===== config.mk =====
export PLATFORM = sky130hd
export DESIGN_NAME = enc_quad_gen
export DESIGN_NICKNAME = d
export VERILOG_FILES = /design/src/rtl/enc_pkg.sv /design/src/rtl/enc_bounce_gen.sv /design/src/rtl/enc_quad_gen.sv
export SDC_FILE = /design/constraint.sdc
export NUM_CORES = 1
export LEC_CHECK = 0
export BUFFER_PORTS_ARGS = -buffer_cell sky130_fd_sc_hd__buf_2
export CAP_MARGIN = 20
export CELL_PAD_IN_SITES_DETAIL_PLACEMENT = 0
export CELL_PAD_IN_SITES_GLOBAL_PLACEMENT = 1
export CORE_MARGIN = 2
export CORE_UTILIZATION = 35
export DETAILED_ROUTE_END_ITERATION = 16
export GPL_TIMING_DRIVEN = 0
export HOLD_SLACK_MARGIN = 0.12
export PLACE_DENSITY_LB_ADDON = 0.15
export SLEW_MARGIN = 20
export SYNTH_ARGS = -nofsm -noshare
export SYNTH_HDL_FRONTEND = slang
export SYNTH_SLANG_ARGS = --single-unit

===== constraint.sdc =====
create_clock -name clk -period 7.3 [get_ports clk]
set_input_delay 1.095 -clock clk [delete_from_list [all_inputs] [get_ports clk]]
set_output_delay 1.095 -clock clk [all_outputs]
set_load 0.005 [all_outputs]

===== src/rtl/enc_pkg.sv =====
// Shared definitions for the Pmod ENC quadrature generator: direction codes,
// the Gray phase table and the request state machine encoding.
package enc_pkg;

    localparam logic DIR_A_LEAD = 1'b0;
    localparam logic DIR_B_LEAD = 1'b1;

    // {A,B} per phase index. A-lead walks upward through the table, B-lead walks downward.
    localparam logic [1:0] PHASE_TAB [4] = '{2'b11, 2'b01, 2'b00, 2'b10};

    typedef enum logic [1:0] {
        IDLE,
        WAIT,
        EDGE,
        FINISH
    } state_t;

endpackage


===== src/rtl/enc_bounce_gen.sv =====
// Contact-bounce shaper for one encoder channel. When the target changes, the line
// toggles 2*BOUNCE_N+1 times, BOUNCE_CYCLES apart. settled marks the cycle before the final toggle.
module enc_bounce_gen #(
    parameter int BOUNCE_CYCLES = 20,
    parameter int BOUNCE_N      = 3
) (
    input  logic clk,
    input  logic rst,
    input  logic target,
    input  logic edge_stb,
    output logic line,
    output logic settled
);

    localparam int CW = (BOUNCE_CYCLES > 2) ? $clog2(BOUNCE_CYCLES) : 1;
    localparam int NW = (BOUNCE_N > 0) ? $clog2(2 * BOUNCE_N + 1) : 1;
    localparam logic [CW-1:0] C_LOAD = CW'(BOUNCE_CYCLES - 1);
    localparam logic [NW-1:0] N_LOAD = NW'(2 * BOUNCE_N);

    logic          line_q, line_d;
    logic [CW-1:0] tmr_q, tmr_d;
    logic [NW-1:0] left_q, left_d;

    always_comb begin
        line_d  = line_q;
        tmr_d   = tmr_q;
        left_d  = left_q;
        settled = 1'b0;
        if (edge_stb && (target != line_q)) begin
            line_d  = ~line_q;
            tmr_d   = C_LOAD;
            left_d  = N_LOAD;
            settled = (BOUNCE_N == 0);
        end else if (left_q != '0) begin
            if (tmr_q == '0) begin
                line_d  = ~line_q;
                tmr_d   = C_LOAD;
                left_d  = left_q - 1'b1;
                settled = (left_q == NW'(1));
            end else begin
                tmr_d = tmr_q - 1'b1;
            end
        end
    end

    always_ff @(posedge clk or negedge rst) begin
        if (!rst) begin
            line_q <= 1'b1;
            tmr_q  <= '0;
            left_q <= '0;
        end else begin
            line_q <= line_d;
            tmr_q  <= tmr_d;
            left_q <= left_d;
        end
    end

    assign line = line_q;

endmodule


===== src/rtl/enc_quad_gen.sv =====
// Pmod ENC shaft emulator: turns detent-step requests into registered A/B quadrature
// and tracks a signed detent position. Define ENC_QGEN_BOUNCE_EN to add contact bounce.
module enc_quad_gen
    import enc_pkg::*;
#(
    parameter int STEP_CYCLES   = 1000,
    parameter int BOUNCE_CYCLES = 20,
    parameter int BOUNCE_N      = 3,
    parameter int POS_W         = 16
) (
    input  logic                    clk,
    input  logic                    rst,
    input  logic                    req_valid,
    output logic                    req_ready,
    input  logic                    req_dir,
    input  logic [7:0]              req_count,
    output logic                    busy,
    output logic                    done,
    output logic                    A,
    output logic                    B,
    output logic signed [POS_W-1:0] pos
);

    localparam int TW = (STEP_CYCLES > 2) ? $clog2(STEP_CYCLES) : 1;
    // WAIT lasts STEP_CYCLES-1 cycles and EDGE one, which keeps edges on the step grid.
    localparam logic [TW-1:0] T_LOAD = TW'(STEP_CYCLES - 2);

    state_t                  state_q, state_d;
    logic [TW-1:0]           timer_q, timer_d;
    logic [9:0]              edges_q, edges_d;
    logic [1:0]              phase_q, phase_d;
    logic                    dir_q, dir_d;
    logic signed [POS_W-1:0] pos_q, pos_d;
    logic                    busy_q, busy_d;
    logic                    done_q, done_d;
    logic                    ready_q, ready_d;
    logic [1:0]              ab_d;
    logic                    edge_go;
    logic                    detent_done;

`ifdef ENC_QGEN_BOUNCE_EN
    logic settle_a, settle_b, settle_q;

    enc_bounce_gen #(.BOUNCE_CYCLES(BOUNCE_CYCLES), .BOUNCE_N(BOUNCE_N)) u_bounce_a (
        .clk(clk), .rst(rst), .target(ab_d[1]), .edge_stb(edge_go), .line(A), .settled(settle_a)
    );
    enc_bounce_gen #(.BOUNCE_CYCLES(BOUNCE_CYCLES), .BOUNCE_N(BOUNCE_N)) u_bounce_b (
        .clk(clk), .rst(rst), .target(ab_d[0]), .edge_stb(edge_go), .line(B), .settled(settle_b)
    );

    // Position follows the settled edge; the phase index already holds the new value by then.
    assign detent_done = (settle_a | settle_b) && (phase_q == 2'd0);
`else
    logic a_q, b_q;

    assign A           = a_q;
    assign B           = b_q;
    assign detent_done = edge_go && (phase_d == 2'd0);
`endif

    always_comb begin
        state_d = state_q;
        timer_d = timer_q;
        edges_d = edges_q;
        phase_d = phase_q;
        dir_d   = dir_q;
        edge_go = 1'b0;
        case (state_q)
            IDLE: begin
                if (req_valid && ready_q) begin
                    dir_d   = req_dir;
                    edges_d = {req_count, 2'b00};
                    timer_d = T_LOAD;
                    state_d = (req_count != 8'd0) ? WAIT : FINISH;
                end
            end
            WAIT: begin
                if (edges_q == 10'd0) begin
`ifdef ENC_QGEN_BOUNCE_EN
                    if (settle_q) state_d = FINISH;
`else
                    state_d = FINISH;
`endif
                end else if (timer_q == '0) begin
                    edge_go = 1'b1;
                    edges_d = edges_q - 10'd1;
                    phase_d = (dir_q == DIR_B_LEAD) ? phase_q - 2'd1 : phase_q + 2'd1;
                    state_d = EDGE;
                end else begin
                    timer_d = timer_q - 1'b1;
                end
            end
            EDGE: begin
                timer_d = T_LOAD;
`ifdef ENC_QGEN_BOUNCE_EN
                state_d = (edges_q == 10'd0 && settle_q) ? FINISH : WAIT;
`else
                state_d = (edges_q != 10'd0) ? WAIT : FINISH;
`endif
            end
            FINISH:  state_d = IDLE;
            default: state_d = IDLE;
        endcase

        ab_d    = PHASE_TAB[phase_d];
        pos_d   = pos_q;
        if (detent_done)
            pos_d = (dir_q == DIR_A_LEAD) ? pos_q + POS_W'(1) : pos_q - POS_W'(1);
        busy_d  = (state_d != IDLE);
        done_d  = (state_d == FINISH);
        ready_d = (state_d == IDLE);
    end

    // NOTE: every flop is updated with <= so all next-state values are computed from the
    // same pre-edge state; a blocking write here would leak new values into later reads.
    always_ff @(posedge clk or negedge rst) begin
        if (!rst) begin
            state_q  <= IDLE;
            timer_q  <= '0;
            edges_q  <= '0;
            phase_q  <= 2'd0;
            dir_q    <= DIR_A_LEAD;
            pos_q    <= '0;
            busy_q   <= 1'b0;
            done_q   <= 1'b0;
            ready_q  <= 1'b1;
`ifdef ENC_QGEN_BOUNCE_EN
            settle_q <= 1'b0;
`else
            a_q      <= 1'b1;
            b_q      <= 1'b1;
`endif
        end else begin
            state_q  <= state_d;
            timer_q  <= timer_d;
            edges_q  <= edges_d;
            phase_q  <= phase_d;
            dir_q    <= dir_d;
            pos_q    <= pos_d;
            busy_q   <= busy_d;
            done_q   <= done_d;
            ready_q  <= ready_d;
`ifdef ENC_QGEN_BOUNCE_EN
            settle_q <= settle_a | settle_b;
`else
            a_q      <= ab_d[1];
            b_q      <= ab_d[0];
`endif
        end
    end

    assign req_ready = ready_q;
    assign busy      = busy_q;
    assign done      = done_q;
    assign pos       = pos_q;

endmodule

# --- After elaboration in Yosys (flattened, before gate mapping) ---
# Cells that the tools add are included.
word_totals:
  reg_bits: 46
  in_bits: 12
  wordCells: 67
classes:
  add_sub_neg: 6
  order_cmp: 1
  n_eq_ne: 8
  n_mux: 25
  bitwise_logic: 1
  reduce_logical: 15
ops:
  columns: ["op", "n"]
  rows:
  - ["$mux 10", 6]
  - ["$pmux 10 s3", 1]
  - ["$mux 2", 11]
  - ["$logic_not 10->1", 2]
  - ["$pmux 10 s2", 1]
  - ["$sub 10x1->10 const B", 2]
  - ["$add 16x2->16 const B", 1]
  - ["$mux 16", 1]
  - ["$sub 16x2->16 const B", 1]
  - ["$reduce_bool 10->1", 1]
  - ["$ne 2x2->1 const B", 4]
  - ["$pmux 2 s4", 1]
  - ["$reduce_and 4->1", 2]
  - ["$reduce_bool 8->1", 1]
  - ["$eq 2x2->1 const B", 3]
  - ["$logic_not 2->1", 3]
  - ["$bmux 2 s2", 1]
  - ["$reduce_bool 2->1", 2]
  - ["$ge 3x3->1 const B", 1]
  - ["$mux 1", 3]
  - ["$not 2->3", 1]
  - ["$reduce_bool 3->1", 1]
  - ["$add 2x1->2 const B", 1]
  - ["$eq 2x1->1 const B", 1]
  - ["3 further kinds", 4]

# --- Logic depth before layout (Yosys ltp) ---
depth:
  ltp_word: 9
  ltp_mapped: 15
  mapped_depth_nobuf: 14

# --- Worst setup path before layout ---
# Ideal clock, no wire load.
synth_path:
  path_type: "reg-to-reg"
  from: "register edges_q[0]"
  to: "register pos_q[14], in the netlist pos[14]"
  arrival_ps: 2910
  slack_ps: 4321
  stages_incl_launch_ff: 14
  n_path_buf: 0
  synth_period_minus_slack_ps: 2979
  path_cell_list: "dfrtp_1 -> inv_1 -> ha_1 -> or4b_1 -> or3_4 -> nand4_1 -> nand2b_1 -> xnor2_1 -> inv_1 -> ha_1 -> nand4b_1 -> or2_1 -> or4_1 -> nand3_1"
synth_between:
  elab_chain_len: 5
synth_lines:
  columns: ["item", "line_no", "rtl"]
  rows:
  - ["start, declared", "enc_quad_gen.sv:30", "logic [9:0] edges_q, edges_d;"]
  - ["start signal, assigned", "enc_quad_gen.sv:136", "edges_q <= edges_d;"]
  - ["$logic_not 10->1", "enc_quad_gen.sv:78", "if (edges_q == 10'd0) begin"]
  - ["$mux 2", "enc_quad_gen.sv:78", null]
  - ["$mux 2", "enc_quad_gen.sv:68", "case (state_q)"]
  - ["named net phase_d[1]", "enc_quad_gen.sv:31", "logic [1:0] phase_q, phase_d;"]
  - ["$logic_not 2->1", "enc_quad_gen.sv:58", "assign detent_done = edge_go && (phase_d == 2'd0);"]
  - ["$logic_and 1x1->1", "enc_quad_gen.sv:58", null]
  - ["end signal, assigned", "enc_quad_gen.sv:139", "pos_q <= pos_d;"]
  - ["end, declared", "enc_quad_gen.sv:33", "logic signed [POS_W-1:0] pos_q, pos_d;"]
# The timed path passes the listed nets, and every way through them passes these cells.
# A chain may end at the register's enable or synchronous reset.

# --- Final worst setup path ---
layout_path:
  from: "register timer_q[0]"
  to: "register pos_q[14], in the netlist pos[14]"
layout_between:
  elab_chain_len: 6
layout_lines:
  columns: ["item", "line_no", "rtl"]
  rows:
  - ["start, declared", "enc_quad_gen.sv:29", "logic [TW-1:0] timer_q, timer_d;"]
  - ["start signal, assigned", "enc_quad_gen.sv:135", "timer_q <= timer_d;"]
  - ["$logic_not 10->1", "enc_quad_gen.sv:84", "end else if (timer_q == '0) begin"]
  - ["$mux 2", "enc_quad_gen.sv:84", null]
  - ["$mux 2", "enc_quad_gen.sv:78", null]
  - ["$mux 2", "enc_quad_gen.sv:68", null]
  - ["named net phase_d[1]", "enc_quad_gen.sv:31", null]
  - ["$logic_not 2->1", "enc_quad_gen.sv:58", null]
  - ["$logic_and 1x1->1", "enc_quad_gen.sv:58", null]
# The timed path passes the listed nets, and every way through them passes these cells.

==> results.txt <==
outcome -> complete, no violations
antenna violations before repair -> 0
WL final -> 6660 um
Seq pwr share -> 37.9%
worst-case clock skew -> 0.00795 ns
crit path max fanout -> 7
Layout area overhead -> 15.8%
initial core utilization -> 35.4%
drt initial violations -> 32
Post-synth top flop -> dfrtp_1
clk sinks -> 46
Async S/R FF share, synth -> 100%
commonest non-fill, non-tap cells in the layout -> 43 x dfrtp_1, 36 x buf_2, 36 x nand2_1
switch share -> 39.1%
WS Path Type -> register to register
commonest non-fill, non-tap cell in the layout -> dfrtp_1
Antenna Nets Post-Route -> 0
Hold Path Origin -> phase_q[1]
Avg Inst Size Synth -> 9.02 um2
nets -> 389
Max stage delay cell, worst path -> nor4b_2
Worst path top cell family by delay -> simple AND/OR/NAND/NOR gates
Ys Warns -> 0
Register Area -> 1150 um2
hold crit path type -> register to register
sequential element share of the synthesized area -> 40.3%
area of the core -> 8090 um2
CTS tree -> yes
worst-case reg-to-reg path depth -> 13
Synth Instances -> 318
vias per cell -> 5.14
fillcell total -> 835
worst flop-to-flop path startpoint -> timer_q[0]
final setup fails -> 0
Port Buffers -> 32
die width -> 94.5 um
vias after detailed routing -> 2,386
Crit. End Element -> register
cts hold-fix bufs -> 0
DIE AREA -> 8930 um2
maximum root-to-sink buffer count -> 2
Hold Path End -> phase_q[1]
Multi-input gate area -> 1580 um2
clk slew on worst S/H paths -> 0.09 ns
postcts setup bufs -> 0
layout cells sized above 1 -> 16.2%
GRT overflow -> 0
Max stage delay on crit path -> 0.52 ns
Max Cap Violations -> 0
final core occ -> 41.0%
Die H -> 94.5 um
Clock power frac -> 23.4%
Comb pwr share -> 38.7%
WHS Path Cells -> 1
H-Tree Depth -> 2
crit path DAT -> 3.65 ns
post-synth cell types -> 55
Setup TNS -> 0 ns
nature of the critical path startpoint -> register
VDD IR max -> 0.137 mV
NetSw -> 0.000395 W
worst skew pair latency -> 0.30 ns
Mapped Nets -> 349
flop-to-flop setup slack -> 3.90 ns
GR Util All Layers -> 16.2%
wire length per cell -> 14.4 um
final hold vios -> 0
Mapped Area -> 2870 um2
number of synthesized flops with an enable pin -> 0
Slew Limit Fails -> 0
final worst path period share -> 46.6%
CTS Buf Count -> 5
Rows -> 33
Pint -> 0.000615 W
detailed-route DRC error count -> 0
via count of the first global-routing pass -> 2,421
I/O pin total -> 33
root buffer cell -> clkbuf_8
HPWL after DPL -> 4960 um
Fmax -> 294 MHz
global-route wire length before repair -> 11,500 um
post-cts resize count -> 0
critical path cell sequence -> inv_1, ha_1, nor4b_2, nor2b_1, nand4_1, nand2b_1, xnor2_1, inv_1, ha_1, nand4b_1, or2_1, or4_1, nand3_1
min Tclk post-route -> 3.40 ns
pin count of the biggest net entering global routing -> 29
WHS -> 0.481 ns
WP buf/inv -> 2
Critical Path RT -> 7.54 ns
# diodes -> 0
Worst Tran Pin Value -> 0.776 ns
Placer Congestion -> 0.757
FF+latch count, synth -> 46
RSZ-0062 raised after global routing -> false
Power Density -> 304 nW/um2
Static Leakage -> 1.47 nW
RR Endpoint -> pos[14]
Slew HR -> 47.8%
DRT Pass-1 Iters -> 4
==> cell families (layout without fill, tap and decap cells) <==
kind of cell / count (synthesis) / count (layout) / share of synthesized area [%]
AO/OA/AOI/OAI: 89 / 89 / 18.9
XOR/XNOR: 23 / 23 / 7.02
adder cells (fa/ha/maj): 19 / 19 / 8.55
buffers and inverters: 28 / 69 / 4.62
flip-flops: 46 / 46 / 40.3
multiplexers: 3 / 3 / 1.13
AND/OR/NAND/NOR: 110 / 110 / 19.5
==> per-stage QoR <==
stage,std cells,power [W],setup slack [ns],area [um2]
floorplan,318,0.000672,4.32,2870
global route,464,0.00110,3.58,3320
finish,464,0.00101,3.90,3320
detailed placement,456,0.000778,3.89,3180
global placement,455,0.000775,3.92,3160
CTS,464,0.00102,3.87,3320
==> how the worst max path moves through the flow <==
stage          startpoint      end  slack (ns)  cells after the start
2_1_floorplan  edges_q[0]  pos[14]        4.32                     13
3_3_place_gp   timer_q[0]   pos[2]        3.92                     15
3_5_place_dp   timer_q[0]   pos[9]        3.89                     14
4_1_cts        timer_q[0]   pos[9]        3.87                     14
5_1_grt        timer_q[0]  pos[13]        3.58                     15
6_report       timer_q[0]  pos[14]        3.90                     13
==> per-layer routing <==
metal / vias to the layer above / GRT usage, % / share of wire (%)
li1: 1218 / - / -
met1: 1120 / 21.0 / 49
met2: 38 / 27.3 / 47
met3: 10 / 2.87 / 3.0
met4: 0 / 5.07 / 1.8
met5: - / 0 / 0
==> power groups by stage <==
stage,combinational (W),sequential [W],clock (W)
floorplan,0.000304,0.000368,0
global placement,0.000389,0.000386,0
detailed placement,0.000391,0.000387,0
CTS,0.000393,0.000382,0.000249
global route,0.000450,0.000393,0.000261
finish,0.000390,0.000383,0.000237
==> Yosys cell counts, types with 4 or more instances <==
master / number / area, um2
o21ai_0: 31 / 155
a31oi_1: 4 / 25.0
nand2_1: 36 / 135
xor2_1: 13 / 114
dfrtp_1: 43 / 1080
ha_1: 18 / 225
nor2_1: 19 / 71.3
nor3_1: 8 / 40.0
nand3_1: 10 / 50.1
a21o_1: 5 / 37.5
o21bai_1: 4 / 30.0
nor4_1: 5 / 31.3
buf_2: 4 / 20.0
nand4_1: 8 / 50.1
clkbuf_1: 9 / 33.8
a21oi_1: 21 / 105
inv_1: 12 / 45.0
xnor2_1: 10 / 87.6
==> cell type report <==
cell class | count | area share (%)
Multi-Input combinational cell | 244 | 47.6
Tap cell | 105 | 3.95
Inverter | 12 | 1.36
Clock inverter | 2 | 1.81
Buffer | 16 | 2.64
Sequential cell | 46 | 34.8
Timing Repair Buffer | 33 | 5.42
Clock buffer | 6 | 2.49
==> state kept, by name, indices dropped and copies added (netlist names) <==
register   count
done           1
state_q        2
dir_q          1
pos           16
phase_q        2
busy           1
A              1
timer_q       10
B              1
edges_q       10
req_ready      1
No activity file was read; power rests on OpenSTA's default activity.
